[src/rtl/cond_exec_pipe_ctrl.sv]
`default_nettype none
// ============================================================================
// Module   : cond_exec_pipe_ctrl
// Purpose  : Decode-to-execute sequencer for the filter GPU core. Registers
//            decode controls into E, owns the NZCV flag register, evaluates
//            the 4-bit condition field in E, gates writes for failed
//            conditions, stalls decode on load-use hazards and flushes the
//            wrong-path decode slot(s) after a taken branch.
// Revision : 1.0  initial release
// ============================================================================
module cond_exec_pipe_ctrl #(
  parameter int FLUSH_CYCLES = 2,   // FlushD high-time after a taken branch (1..7)
  parameter int RA_W         = 4    // register-address width
) (
  input  logic            CLK,
  input  logic            RST,
  input  logic            Valid_D,
  input  logic [3:0]      Cond_D,
  input  logic            RegW_D,
  input  logic            MemW_D,
  input  logic            MemToReg_D,
  input  logic            Branch_D,
  input  logic            FlagW_D,
  input  logic [RA_W-1:0] RA1_D,
  input  logic [RA_W-1:0] RA2_D,
  input  logic [RA_W-1:0] WA3_D,
  input  logic [3:0]      ALUFlags_E,
  output logic            RegW_E,
  output logic            MemW_E,
  output logic            MemToReg_E,
  output logic            PCSrc_E,
  output logic            StallD,
  output logic            FlushD,
  output logic [3:0]      Flags
);

  // Counter reload value: the branch cycle itself is the first flush cycle.
  localparam logic [2:0] c_FLUSH_LOAD = 3'(FLUSH_CYCLES - 1);

  // E-stage pipeline register
  logic            r_valid_e;
  logic [3:0]      r_cond_e;
  logic            r_regw_e;
  logic            r_memw_e;
  logic            r_memtoreg_e;
  logic            r_branch_e;
  logic            r_flagw_e;
  logic [RA_W-1:0] r_wa3_e;

  // Architectural state
  logic [3:0]      r_flags;
  logic [2:0]      r_flush_cnt;

  // Combinational control
  logic            w_cond_raw;
  logic            w_condex;
  logic            w_pcsrc;
  logic            w_flush;
  logic            w_hazard;
  logic            w_stall;
  logic            w_load_e;
  logic            w_n;
  logic            w_z;
  logic            w_c;
  logic            w_v;

  assign w_n = r_flags[3];
  assign w_z = r_flags[2];
  assign w_c = r_flags[1];
  assign w_v = r_flags[0];

  // Condition-field decode against the current architectural flags
  always_comb begin
    w_cond_raw = 1'b0;
    case (r_cond_e)
      4'h0:    w_cond_raw = w_z;
      4'h1:    w_cond_raw = ~w_z;
      4'h2:    w_cond_raw = w_c;
      4'h3:    w_cond_raw = ~w_c;
      4'h4:    w_cond_raw = w_n;
      4'h5:    w_cond_raw = ~w_n;
      4'h6:    w_cond_raw = w_v;
      4'h7:    w_cond_raw = ~w_v;
      4'h8:    w_cond_raw = w_c & ~w_z;
      4'h9:    w_cond_raw = ~w_c | w_z;
      4'hA:    w_cond_raw = (w_n == w_v);
      4'hB:    w_cond_raw = (w_n != w_v);
      4'hC:    w_cond_raw = ~w_z & (w_n == w_v);
      4'hD:    w_cond_raw = w_z | (w_n != w_v);
      4'hE:    w_cond_raw = 1'b1;
      default: w_cond_raw = 1'b0;
    endcase
  end

  // A bubble never passes its condition, so it can never write or redirect.
  assign w_condex = r_valid_e & w_cond_raw;
  assign w_pcsrc  = r_branch_e & w_condex;

  // Flush covers the redirect cycle plus whatever the counter still holds.
  assign w_flush  = w_pcsrc | (r_flush_cnt != 3'd0);

  // Load-use: a load that will actually write a register read by D this cycle.
  assign w_hazard = r_valid_e & r_memtoreg_e & r_regw_e & w_condex & Valid_D
                  & ((r_wa3_e == RA1_D) | (r_wa3_e == RA2_D));

  // Flush wins over stall: the stalled instruction is wrong-path anyway.
  assign w_stall  = w_hazard & ~w_flush;

  assign w_load_e = Valid_D & ~w_stall & ~w_flush;

  assign RegW_E     = r_regw_e & w_condex;
  assign MemW_E     = r_memw_e & w_condex;
  assign MemToReg_E = r_memtoreg_e;
  assign PCSrc_E    = w_pcsrc;
  assign StallD     = w_stall;
  assign FlushD     = w_flush;
  assign Flags      = r_flags;

  // E-stage register, flag register and flush counter
  always_ff @(posedge CLK) begin
    if (!RST) begin
      r_valid_e    <= 1'b0;
      r_cond_e     <= 4'h0;
      r_regw_e     <= 1'b0;
      r_memw_e     <= 1'b0;
      r_memtoreg_e <= 1'b0;
      r_branch_e   <= 1'b0;
      r_flagw_e    <= 1'b0;
      r_wa3_e      <= '0;
      r_flags      <= 4'h0;
      r_flush_cnt  <= 3'd0;
    end else begin
      if (w_load_e) begin
        r_valid_e    <= 1'b1;
        r_cond_e     <= Cond_D;
        r_regw_e     <= RegW_D;
        r_memw_e     <= MemW_D;
        r_memtoreg_e <= MemToReg_D;
        r_branch_e   <= Branch_D;
        r_flagw_e    <= FlagW_D;
        r_wa3_e      <= WA3_D;
      end else begin
        r_valid_e    <= 1'b0;
        r_cond_e     <= 4'h0;
        r_regw_e     <= 1'b0;
        r_memw_e     <= 1'b0;
        r_memtoreg_e <= 1'b0;
        r_branch_e   <= 1'b0;
        r_flagw_e    <= 1'b0;
        r_wa3_e      <= '0;
      end

      if (r_flagw_e & w_condex) begin
        r_flags <= ALUFlags_E;
      end

      if (w_pcsrc) begin
        r_flush_cnt <= c_FLUSH_LOAD;
      end else if (r_flush_cnt != 3'd0) begin
        r_flush_cnt <= r_flush_cnt - 3'd1;
      end
    end
  end

endmodule
`default_nettype wire

[config.mk]
export PLATFORM = sky130hd
export DESIGN_NAME = cond_exec_pipe_ctrl
export DESIGN_NICKNAME = d
export VERILOG_FILES = /design/src/rtl/cond_exec_pipe_ctrl.sv
export SDC_FILE = /design/constraint.sdc
export NUM_CORES = 1
export LEC_CHECK = 0
export ABC_CLOCK_PERIOD_IN_PS = 2850
export BUFFER_PORTS_ARGS = -buffer_cell sky130_fd_sc_hd__buf_2
export CAP_MARGIN = 0
export CORE_UTILIZATION = 40
export CTS_CLUSTER_DIAMETER = 30
export DETAILED_ROUTE_END_ITERATION = 12
export PLACE_DENSITY = 0.62
export SETUP_SLACK_MARGIN = 0.3
export SYNTH_ARGS = -nofsm -noshare
export SYNTH_HDL_FRONTEND = slang
export SYNTH_SLANG_ARGS = --single-unit
[constraint.sdc]
create_clock -name CLK -period 2.85 [get_ports CLK]
set_input_delay 0.57 -clock CLK [delete_from_list [all_inputs] [get_ports CLK]]
set_output_delay 0.57 -clock CLK [all_outputs]
set_load 0.1 [all_outputs]
==> results of run 1 <==
power by group:
part / internal, uW / total, uW / leakage [uW] / switching [uW]
sequential: 337 / 374 / 0.000177 / 37.3
clock: 54.4 / 138 / 0.0000150 / 83.6
combinational: 173 / 420 / 0.000507 / 247
logic make-up after synthesis:
kind of cell / after synthesis
fa+ha+maj: 2
buf+inv: 14
mux: 8
xor+xnor: 10
simple gates: 71
flops: 21
compound gates: 18
cells in the mapped netlist, drive strengths merged, types with 2 or more instances:
master / count
nor4: 4
inv: 4
xnor2: 2
nand3: 3
clkbuf: 4
nor3b: 3
xor2: 8
a21oi: 2
o21a: 2
nand2: 27
a31oi: 3
nand2b: 4
o21ai: 4
nand3b: 2
and2: 2
mux2i: 8
and3: 3
a211oi: 2
buf: 6
nor2: 3
dfxtp: 21
nor3: 15
ha: 2
registers in the layout (all words and copies together) (netlist names):
signal and cells:
Flags 4, r_branch_e 1, r_flush_cnt 3, r_wa3_e 4, r_valid_e 1, r_memw_e 1
r_regw_e 1, MemToReg_E 1, r_flagw_e 1, r_cond_e 4
path summary, 6_finish.rpt:
| path | start | slack, ns | depth (start not counted) | end |
|---|---|---|---|---|
| worst max register to register | r_cond_e[3]$_SDFF_PN0_ | 0.70 | 6 | Flags[0]$_SDFFE_PN0P_ |
| worst min register to register | Flags[1]$_SDFFE_PN0P_ | 0.52 | 2 | Flags[1]$_SDFFE_PN0P_ |
| worst min-delay path | Cond_D[1] | 0.48 | 3 | r_cond_e[1]$_SDFF_PN0_ |
| worst max-delay path | r_cond_e[2]$_SDFF_PN0_ | 0.12 | 8 | RegW_E |
worst min-delay path: stages:
cell     delay (ns)
buf_2          0.10
nand2_1        0.05
nor3_1         0.03
layer usage:
layer  GRT usage [%]  wire, um  vias up
li1                -         -      591
met1            24.0      1250      568
met2            34.5      1500       33
met3            4.15       152        4
met4            7.67        35        0
met5               0         0        -
per-stage QoR:
step           setup WS, ns  utilization, %  instance area [um^2]
2_1_floorplan         0.175               -                  1240
3_3_place_gp          0.273            53.9                  1500
3_5_place_dp          0.204            53.9                  1500
4_1_cts               0.149            59.1                  1640
5_1_grt              0.0346            61.2                  1700
6_report              0.122            61.2                  1700
cell type report:
cell class	count	area share (%)
repair buffers	50	21.5
clock buffers	4	1.54
well taps	31	2.28
multi-input cells	109	47.4
flip-flops and latches	21	26.5
inverters	4	0.882
repair_timing:
item	4_1_cts	5_1_grt
hold buffers	0	0
pin swaps	8	7
gates resized for setup	19	9
endpoints found under the setup margin	5	5
setup buffers	7	3
==> results.cfg, run 1 <==
[route]
drt_wl_total_um = 2940
vias = 1196
wl_per_cell_um = 13.4
viasPerCell = 5.46
dr.pass1.iters = 4
drt_iter0_drc = 39
ant_nets = 0
drc = 0

[global_route]
grt_start_max_net_pins = 15
grt_pass1_wl_um = 5030
grt-ovfl-total = 0
track_usage_pct = 19.9
grt_pass1_vias = 1160
antenna_found_initial = 0

[run_status]
status = finished, final reports clean

[floorplan]
start_util_pct = 42.5
die_height_um = 56.4
num_rows = 19
io_pins = 38
dieArea_mm2 = 0.00318
dieWidth_um = 56.4
core_area_mm2 = 0.00278

[yosys]
ys_top_cells_by_area = dfxtp_1 (36%), nand2_1 (8.6%), mux2i_1 (6.8%)
synth_seq_cells = 21
synth_top_family_by_area = simple AND/OR/NAND/NOR gates
yosys.area.top_type = dfxtp_1
synthSimpleGateAreaFrac_pct = 32.2
synthFlopType = dfxtp_1
ys_seq_area_share_pct = 35.6
syn_avg_cell_area_um2 = 8.21
ys_async_sr_fraction_pct = 0
syn-num-nets = 174
synthAdderAreaFrac_pct = 2.12
netlist_instances = 144
synth_xor_area_share_pct = 7.41
synthMuxAreaShare_pct = 6.77
netlist_area_mm2 = 0.00118
synth.top_cell.area_share_pct = 35.6
ys_warn_count = 0
synth_edf_count = 0
synth_compound_area_share_pct = 10.7
synthDistinctLibCells = 35

[setup_path]
cp_slowest_cell = dfxtp_4
crit_fanout = 6
critPathMaxStageDelay_ns = 0.41
crit_path_start_kind = flip-flop
cp_top_family = simple AND/OR/NAND/NOR gates
critPathRequiredTime_ns = 2.28
path_class = flip-flop to output pin
crit_chain = buf_6, nand2b_1, nor3_1, a211oi_4, buf_4, a31oi_2, and2_4, buf_12
path_buf_inv = 3
endpoint_kind = output pin
cp.arrival_ns = 2.16

[cells_and_area]
area_growth_pct = 44.0
regArea_um2 = 450
drive_above_1_share_pct = 43.1
layout.cells.most_common = buf_2
fillers = 244
stdcell_count = 219
final_cell_mix = buf_2 (32), nand2_1 (26), nor3_1 (15)
fin_nets = 219
multiInputGateArea_um2 = 807
antenna-diode-count = 0

[sta]
hold_ws_ns = 0.478
drv_slew = 0
fin_crit_sh_pct = 95.7
setup_violations = 0
skew_ns = 0.00253
fin_crit_ns = 2.73
worst_pin_slew_ns = 0.611
relSlewSlack_pct = 59.0
max_clock_freq_mhz = 367
tns_ns = 0
grt_setup_unrepaired = true
hold_violations = 0

[clocking]
tritoncts = yes
h-tree-depth = 1
cts.sinks = 21
clock_latency_ns = 0.29
clock_path_buffers = 2
clkTransAtPathRegs_ns = 0.11
cts_root_buffer = clkbuf_4
cts_made_buffers = 3

[power]
power_density_mw_per_mm2 = 548
p_leak_uw = 0.000700
totalPowerFinal_uw = 932
ir_drop_v = 0.000940

[min_path]
holdCritPathClass = primary input to flip-flop

[flow_run]
cap_violations = 0

[placed_design]
dp.cells = 205
place.gp.congestion = 0.819
portBuffers = 37
dp_hpwl_um = 2060
Note: power is estimated with default switching activity, not from simulation.
==> run 2, diff against run 1 <==
Settings changed: PLACE_DENSITY 0.62 to 0.66.
==> run 2 against run 1 <==
Compared with the run above:
- global-route usage grew 2.0 points
- sequential power up 1%
- maximum frequency down 0.64%
- first-iteration DRC count decreased by 10%
- sequential share of layout area fell by 1.0 points
- total power rose by 3.3%
- setup slack got worse by 0.018 ns
- routed wire length rose by 4.7%
- register-to-register slack worse by 0.20 ns
- sequential cell count unchanged
- combinational power up 5%
- final area increased by 3.4%
==> results.cfg, run 2 (synthesis results as in run 1) <==
[cells_and_area]
fin_util_pct = 63.3
fin_nets = 223
layout.cells.most_common = buf_2
final_cell_area_mm2 = 0.00176
antenna-diode-count = 0
final_cell_mix = buf_2 (32), nand2_1 (26), nor3_1 (15)
drive_above_1_share_pct = 44.3
area_growth_pct = 48.9
stdcell_count = 223

[global_route]
grt_pass1_vias = 1231
grt_pass1_wl_um = 5420
grt_start_max_net_pins = 15
antenna_found_initial = 0
grt-ovfl-total = 0
track_usage_pct = 21.9

[floorplan]
dieWidth_um = 56.4
start_util_pct = 42.5
core_area_mm2 = 0.00278
dieArea_mm2 = 0.00318
num_rows = 19
io_pins = 38
die_height_um = 56.4

[setup_path]
critPathRequiredTime_ns = 2.28
critPathMaxStageDelay_ns = 0.40
cp-startpoint = r_cond_e[2]$_SDFF_PN0_
endpoint_kind = output pin
cp.arrival_ns = 2.18
path_class = flip-flop to output pin
crit_path_start_kind = flip-flop
crit_fanout = 6
crit_chain = mux2i_1, o22ai_2, nor4_4, a31oi_4, and4bb_4, buf_12
r2r_start = r_cond_e[2]$_SDFF_PN0_
reg2reg_depth = 9
cp_slowest_cell = dfxtp_4

[power]
clkPwrFrac_pct = 15.1
intPower_uw = 576
p_leak_uw = 0.000736
pwr-share-comb_pct = 45.5
sw_frac_of_total_pct = 40.2
power_density_mw_per_mm2 = 547
p_sw_uw = 388
ir_drop_v = 0.000765
pwr-share-seq_pct = 39.3

[route]
vias = 1192
viasPerCell = 5.35
wl_per_cell_um = 13.8
ant_nets = 0
drt_wl_total_um = 3080
drc = 0
dr.pass1.iters = 4
drt_iter0_drc = 35

[clocking]
cts_made_buffers = 3
clkTransAtPathRegs_ns = 0.12
clock_path_buffers = 2
cts_root_buffer = clkbuf_4
clock_latency_ns = 0.31
cts.sinks = 21
tritoncts = yes
h-tree-depth = 1

[sta]
hold_ws_ns = 0.458
tns_ns = 0
setup_violations = 0
drv_slew = 0
skew_ns = 0.00220
hold_violations = 0
fin_crit_sh_pct = 96.3
relSlewSlack_pct = 59.1
grt_setup_unrepaired = true
worst_pin_slew_ns = 0.611
max_clock_freq_mhz = 364
fin_crit_ns = 2.75

[min_path]
holdCritPathClass = primary input to flip-flop
worstHoldStart = Cond_D[0]
min_path_cells = 3

[placed_design]
dp_hpwl_um = 2040
placed_area_mm2 = 0.00151
dp.cells = 208
place.gp.congestion = 0.724
portBuffers = 37

[flow_run]
cap_violations = 0

[run_status]
status = finished, final reports clean
run 2: what timing repair did:
action | CTS | global route
pin swaps | 5 | 4
hold buffers | 0 | 0
buffers inserted | 10 | 1
resized for setup | 26 | 8
endpoints found under the setup margin | 5 | 5
run 2: metal layers:
| metal | up-vias | global-route usage (%) | part of all wire (%) |
|---|---|---|---|
| met5 | - | 0 | 0 |
| met4 | 0 | 13.9 | 2.2 |
| met3 | 7 | 4.38 | 4.1 |
| met2 | 33 | 36.9 | 52 |
| met1 | 547 | 25.1 | 41 |
| li1 | 605 | - | - |
run 2: final cells by class:
class	count	area, um^2
Fill cell	226	1020
Multi-Input combinational cell	109	832
Sequential cell	21	448
Timing Repair Buffer	54	399
Tap cell	31	38.8
Clock buffer	3	22.5
Inverter	4	15.0
Clock inverter	1	5.00
run 2: path summary, 6_finish.rpt:
check / end / slack, ns
worst max register to register: r_flagw_e$_SDFF_PN0_ / 0.50
worst min register to register: Flags[1]$_SDFFE_PN0P_ / 0.52
worst min-delay path: r_cond_e[0]$_SDFF_PN0_ / 0.46
worst max-delay path: StallD / 0.10
run 2: power groups by stage:
stage / combinational, uW / sequential [uW] / clock [uW]
2_1_floorplan: 283 / 375 / 0
3_3_place_gp: 391 / 379 / 0
3_5_place_dp: 401 / 381 / 0
4_1_cts: 429 / 376 / 148
5_1_grt: 475 / 387 / 163
6_report: 439 / 379 / 146
run 2: through the flow:
stage | worst slack [ns] | total power (uW)
after CTS | 0.189 | 954
after global placement | 0.166 | 770
after global routing | -0.00724 | 1030
after floorplan | 0.175 | 658
final | 0.105 | 964
after detailed placement | 0.189 | 782
run 2: critical path: cells and delay by family, from the launching register on:
family,cells,cell delay [ns]
DFF,1,0.40
muxes,1,0.27
buffers and inverters,1,0.18
and+or+nand+nor,2,0.72
AOI/OAI and AO/OA,2,0.29
